==> src/rtl/fetch_pkg.sv <==
// Shared opcodes, immediate-select encodings, FSM states and the immediate
// pre-decode helper for the instruction fetch stage.
package fetch_pkg;

    localparam logic [6:0] OPC_LUI   = 7'b0110111;
    localparam logic [6:0] OPC_OPIMM = 7'b0010011;

    localparam logic [1:0] IMM_LO   = 2'b00;
    localparam logic [1:0] IMM_HI   = 2'b01;
    localparam logic [1:0] IMM_NONE = 2'b10;

    typedef enum logic [1:0] {
        IDLE    = 2'd0,
        WAIT    = 2'd1,
        DISCARD = 2'd2
    } fetch_state_e;

    typedef struct packed {
        logic [1:0]  sel;
        logic [31:0] raw;
    } imm_dec_t;

    function automatic imm_dec_t decode_imm(input logic [31:0] instr);
        imm_dec_t d;
        d.sel = IMM_NONE;
        d.raw = '0;
        case (instr[6:0])
            OPC_LUI: begin
                d.sel = IMM_HI;
                d.raw = {16'b0, instr[31:16]};
            end
            OPC_OPIMM: begin
                d.sel = IMM_LO;
                d.raw = {20'b0, instr[31:20]};
            end
            default: ;
        endcase
        return d;
    endfunction

endpackage

==> src/rtl/fetch_fifo.sv <==
// Prefetch FIFO holding {instr, pc} words; flush wins over push, and the head
// reads as zero while empty so decode sees a quiet bus.
module fetch_fifo #(
    parameter int DEPTH = 2,
    parameter int WIDTH = 64,
    localparam int CNT_W = $clog2(DEPTH + 1)
) (
    input  logic             clk,
    input  logic             rst,
    input  logic             push,
    input  logic [WIDTH-1:0] push_data,
    input  logic             pop,
    input  logic             flush,
    output logic [WIDTH-1:0] head_data,
    output logic [CNT_W-1:0] count,
    output logic             valid
);

    localparam int PTR_W = (DEPTH > 1) ? $clog2(DEPTH) : 1;

    logic [WIDTH-1:0] mem_q [DEPTH];
    logic [WIDTH-1:0] mem_d [DEPTH];
    logic [PTR_W-1:0] rd_ptr_q, rd_ptr_d;
    logic [PTR_W-1:0] wr_ptr_q, wr_ptr_d;
    logic [CNT_W-1:0] count_q, count_d;
    logic             do_pop;

    function automatic logic [PTR_W-1:0] ptr_inc(input logic [PTR_W-1:0] p);
        return (p == PTR_W'(DEPTH - 1)) ? '0 : p + PTR_W'(1);
    endfunction

    always_comb begin
        mem_d    = mem_q;
        rd_ptr_d = rd_ptr_q;
        wr_ptr_d = wr_ptr_q;
        count_d  = count_q;
        do_pop   = pop && (count_q != '0);
        if (flush) begin
            rd_ptr_d = '0;
            wr_ptr_d = '0;
            count_d  = '0;
        end else begin
            if (push) begin
                mem_d[wr_ptr_q] = push_data;
                wr_ptr_d        = ptr_inc(wr_ptr_q);
            end
            if (do_pop) begin
                rd_ptr_d = ptr_inc(rd_ptr_q);
            end
            if (push && !do_pop) begin
                count_d = count_q + CNT_W'(1);
            end else if (!push && do_pop) begin
                count_d = count_q - CNT_W'(1);
            end
        end
    end

    always_ff @(posedge clk) begin
        if (rst) begin
            for (int i = 0; i < DEPTH; i++) begin
                mem_q[i] <= '0;
            end
            rd_ptr_q <= '0;
            wr_ptr_q <= '0;
            count_q  <= '0;
        end else begin
            mem_q    <= mem_d;
            rd_ptr_q <= rd_ptr_d;
            wr_ptr_q <= wr_ptr_d;
            count_q  <= count_d;
        end
    end

    assign valid     = (count_q != '0);
    assign count     = count_q;
    assign head_data = valid ? mem_q[rd_ptr_q] : '0;

endmodule

==> src/rtl/fetch_unit.sv <==
// Instruction fetch stage: one outstanding imem request, prefetch FIFO, and
// immediate pre-decode of the FIFO head for the downstream immediate mux.
//
//   state   | meaning
//   IDLE    | free to issue a request when the FIFO has room
//   WAIT    | request outstanding, its ack will be pushed
//   DISCARD | request outstanding but redirected, its ack is dropped
module fetch_unit
    import fetch_pkg::*;
#(
    parameter logic [31:0] RESET_PC = 32'h0000_0000,
    parameter int          DEPTH    = 2
) (
    input  logic        clk,
    input  logic        rst,
    output logic        imem_req,
    output logic [31:0] imem_addr,
    input  logic        imem_ack,
    input  logic [31:0] imem_rdata,
    input  logic        redirect,
    input  logic [31:0] redirect_pc,
    output logic        out_valid,
    input  logic        out_ready,
    output logic [31:0] out_instr,
    output logic [31:0] out_pc,
    output logic [1:0]  out_imm_sel,
    output logic [31:0] out_imm_raw
);

    localparam int CNT_W = $clog2(DEPTH + 1);

    fetch_state_e     state_q, state_d;
    logic [31:0]      pc_q, pc_d;
    logic [31:0]      addr_q, addr_d;
    logic             issue;
    logic             push;
    logic             pop;
    logic             flush;
    logic [CNT_W-1:0] fifo_count;
    logic             fifo_valid;
    logic [63:0]      head_data;
    imm_dec_t         dec;

    always_comb begin
        state_d = state_q;
        pc_d    = pc_q;
        addr_d  = addr_q;
        issue   = 1'b0;
        push    = 1'b0;
        flush   = 1'b0;
        if (redirect) begin
            pc_d  = redirect_pc;
            flush = 1'b1;
        end
        case (state_q)
            IDLE: begin
                if (!redirect && (fifo_count < CNT_W'(DEPTH))) begin
                    issue   = 1'b1;
                    addr_d  = pc_q;
                    state_d = WAIT;
                end
            end
            WAIT: begin
                if (redirect) begin
                    state_d = imem_ack ? IDLE : DISCARD;
                end else if (imem_ack) begin
                    push    = 1'b1;
                    pc_d    = pc_q + 32'd4;
                    state_d = IDLE;
                end
            end
            DISCARD: begin
                if (imem_ack) begin
                    state_d = IDLE;
                end
            end
            default: state_d = IDLE;
        endcase
    end

    always_ff @(posedge clk) begin
        if (rst) begin
            state_q <= IDLE;
            pc_q    <= RESET_PC;
            addr_q  <= '0;
        end else begin
            state_q <= state_d;
            pc_q    <= pc_d;
            addr_q  <= addr_d;
        end
    end

    // Request is combinational off IDLE so back-to-back fetches take 2 cycles.
    assign imem_req  = issue && !rst;
    assign imem_addr = imem_req ? pc_q : addr_q;
    assign pop       = fifo_valid && out_ready;

    fetch_fifo #(
        .DEPTH (DEPTH),
        .WIDTH (64)
    ) u_fifo (
        .clk       (clk),
        .rst       (rst),
        .push      (push),
        .push_data ({imem_rdata, pc_q}),
        .pop       (pop),
        .flush     (flush),
        .head_data (head_data),
        .count     (fifo_count),
        .valid     (fifo_valid)
    );

    assign out_valid   = fifo_valid;
    assign out_instr   = head_data[63:32];
    assign out_pc      = head_data[31:0];
    assign dec         = decode_imm(out_instr);
    assign out_imm_sel = dec.sel;
    assign out_imm_raw = dec.raw;

endmodule

==> config.mk <==
export PLATFORM = sky130hd
export DESIGN_NAME = fetch_unit
export DESIGN_NICKNAME = d
export VERILOG_FILES = /design/src/rtl/fetch_pkg.sv /design/src/rtl/fetch_fifo.sv /design/src/rtl/fetch_unit.sv
export SDC_FILE = /design/constraint.sdc
export NUM_CORES = 1
export LEC_CHECK = 0
export CAP_MARGIN = 10
export CELL_PAD_IN_SITES_DETAIL_PLACEMENT = 1
export CELL_PAD_IN_SITES_GLOBAL_PLACEMENT = 1
export CORE_MARGIN = 2
export CORE_UTILIZATION = 46
export CTS_CLUSTER_DIAMETER = 60
export DETAILED_ROUTE_END_ITERATION = 12
export DONT_BUFFER_PORTS = 1
export PLACE_DENSITY = 0.84
export SLEW_MARGIN = 25
export SYNTH_ARGS = -nofsm -noshare
export SYNTH_HDL_FRONTEND = slang
export SYNTH_SLANG_ARGS = --single-unit
==> constraint.sdc <==
create_clock -name clk -period 2.4 [get_ports clk]
set_input_delay 0.36 -clock clk [delete_from_list [all_inputs] [get_ports clk]]
set_output_delay 0.36 -clock clk [all_outputs]
set_load 0.02 [all_outputs]
==> summary.md <==
| Metric | Value |
|---|---|
| Outcome | complete, but fails checks |
| Failing checks | negative hold slack, negative setup slack |
| Routed wire length | 31.3 mm |
| Tmin final | 2630 ps |
| XOR/XNOR share of the synthesized area | 0.0132 |
| Yosys reg bits | 198 |
| Sequential Power Share | 0.498 |
| CTS max path bufs | 2 |
| WS Path Type | register to output pin |
| Max cap viols | 0 |
| Overflow after GRT | 0 |
| CTS Sinks | 198 |
| Max VDD drop | 0.448 mV |
| Number of enable flip-flop cells after synthesis | 0 |
| Clock skew | 8.74 ps |
| Vias in the first global route | 8770 |
| Pwr/cell area | 618 mW/mm^2 |
| Actual slew at the worst max-slew pin | 770 ps |
| Final setup viols | 50 |
| Top post-synthesis cells by count | 347 x nand2_1, 198 x dfxtp_1, 176 x a21oi_1, 94 x nor2_1, 68 x mux2i_1 |
| Vias per Instance | 5.73 |
| Worst path arrival time | 2270 ps |
| Drt initial violations | 563 |
| Mux cell area share after synthesis | 0.117 |
| Skew-Pair Late Insertion Delay | 430 ps |
| Yosys cell types | 54 |
| Cell Rows | 52 |
| RSZ-0062 raised after global routing | yes |
| CP required | 2040 ps |
| Initial core utilization | 0.465 |
| Worst hold path type | input pin to register |
| Pre-CTS setup slack | -27.6 ps |
| Clock transition at path regs | 70 ps |
| Largest net degree at the start of global routing | 154 |
| Internal | 0.00517 W |
| Num CTS Buffers | 17 |
| Switching part of the total | 0.246 |
| N_diodes | 0 |
| Via count | 8691 |
| Critical path fanouts, max | 8 |
| TritonRoute pass-1 iters | 4 |
| Die ar. | 0.0214 mm^2 |
| All-Layer GR Usage | 0.281 |
| Top cells by area in the synthesized netlist | dfxtp_1 43%, nand2_1 14%, a21oi_1 9.4% |
| Leak pwr | 3.74 nW |
| Die Span Y | 146 um |
| Compound-Gate Fraction of Synth Area | 0.143 |
| Mean area per synthesized cell | 7.68 um^2 |
| Combinational share of power | 0.085 |
| Layout cells sized above 1 | 0.167 |
| Final WS setup | -229 ps |
| Slew HR | 0.486 |
| Post-route DRC | 0 |
| Synth top area share | 0.425 |
| Adder-cell share of the synthesized area | 0.00268 |
| Design area | 0.0111 mm^2 |
| Cell area after synthesis | 0.00932 mm^2 |
| Routed length per placed instance | 20.6 um |
| Critical Path Start Type | register |
| Nets | 1309 |
| Most frequent cell after synthesis | nand2_1 |
| Largest family of logic cells by synthesized area | simple AND/OR/NAND/NOR gates |
| CTS H-tree lvls | 4 |
| Number of port buffers | 0 |
| Clock Power Share | 0.417 |
| Switching pwr | 0.00169 W |
| Synth Flop Type | dfxtp_1 |
| Final TNS setup | -5790 ps |
| TritonCTS clock tree | yes |
| Antenna Nets Post-Route | 0 |
| Cells after Synth | 1214 |
| Initial antenna violation count | 0 |
| Final hold slack | -2.46 ps |
| HPWL Detailed | 19.1 mm |
| Crit path capture type | output pin |
| Achievable clock frequency | 0.380 GHz |
| Synth Area in Simple Gates | 0.232 |
| I/O pin cnt | 201 |
| Placed Area | 0.00991 mm^2 |
| Chip Width | 146 um |
| Core area | 0.0200 mm^2 |
| Final Hold Viols | 1 |
| Final Max Slew Viols | 0 |
| Area growth syn-to-layout | 19.1% |
| Warnings from Yosys | 0 |
| Tcrit/Tclk final | 1.10 |
| Top cell type by total area after synthesis | dfxtp_1 |
| Clock root buffer | clkbuf_16 |
| First-pass GRT wire length | 48.2 mm |
| Placer Congestion | 0.791 |
| Seq/Total Area, Yosys | 0.425 |
| Asr flop ratio synth | 0 |
[timing repair]
action,CTS,global route
endpoints found under the hold margin,52,0
setup endpoints to repair,50,50
hold buffers,3,0
cloned,4,3
pin swaps,3,2
gates resized for setup,60,23
buffers inserted,8,4
[metal layers]
| metal | vias to the layer above | routed length, um | track usage |
|---|---|---|---|
| li1 | 4093 | - | - |
| met1 | 4262 | 13100 | 0.354 |
| met2 | 284 | 15300 | 0.475 |
| met3 | 52 | 2340 | 0.0763 |
| met4 | 0 | 609 | 0.0782 |
| met5 | - | 0 | 0 |
[power by group through the flow]
stage	Combinational [W]	Clock (W)	Sequential [W]
final	0.000586	0.00286	0.00342
after global routing	0.000627	0.00304	0.00342
after CTS	0.000561	0.00290	0.00342
after detailed placement	0.000475	0	0.00349
after global placement	0.000462	0	0.00349
after floorplan	0.000425	0	0.00346
[registers in the layout, summed over array words and instances, names as in the netlist]
signal / flops
addr_q: 32
pc_q: 32
state_q: 2
u_fifo.count: 2
u_fifo.mem_q: 128
u_fifo.rd_ptr_q: 1
u_fifo.wr_ptr_q: 1
[cells in the final DEF, fill, tap and decap left out, drive strengths merged, types with 16 or more instances in the layout]
master and instances:
a21oi 176, buf 109, clkbuf 21, conb 16, dfxtp 198, mux2 36, mux2i 68, nand2 348
nor2 95, nor3 21
[worst max-delay path: stages (launching register included)]
cell and delay [ps]:
dfxtp_4 430, mux2i_1 240, nor2_1 90, or4b_4 560
nand2b_4 230, nor3_2 120, buf_4 160
[cells by family after synthesis]
logic type | Yosys count
XOR/XNOR | 14
buffers and inverters | 136
multiplexers | 104
other | 1
adder cells (fa/ha/maj) | 2
AND/OR/NAND/NOR | 523
AO/OA/AOI/OAI | 236
flip-flops | 198
[worst paths after layout]
| path | from | to | slack [ps] | depth (start not counted) |
|---|---|---|---|---|
| setup / recovery | u_fifo.rd_ptr_q | out_imm_raw[12] | -230 | 6 |
| hold / removal | rst | addr_q[16] | -2 | 1 |
| setup reg to reg | pc_q[2] | pc_q[28] | 180 | 6 |
| hold reg to reg | u_fifo.mem_q[76] | u_fifo.mem_q[76] | 460 | 2 |
[through the flow]
step | util | total power [W] | cells
global placement | 0.495 | 0.00395 | 1467
detailed placement | 0.495 | 0.00396 | 1467
floorplan | - | 0.00389 | 1229
global route | 0.554 | 0.00709 | 1518
finish | 0.554 | 0.00686 | 1518
CTS | 0.545 | 0.00688 | 1511
[cell type report]
class,count,area [um^2]
inverters,12,47.5
repair buffers,114,1130
fillers,2454,8940
clock buffers,19,453
clock inverters,10,124
multi-input cells,895,5030
well taps,270,338
flip-flops and latches,198,3980
Power figures use the tool's default switching activity.
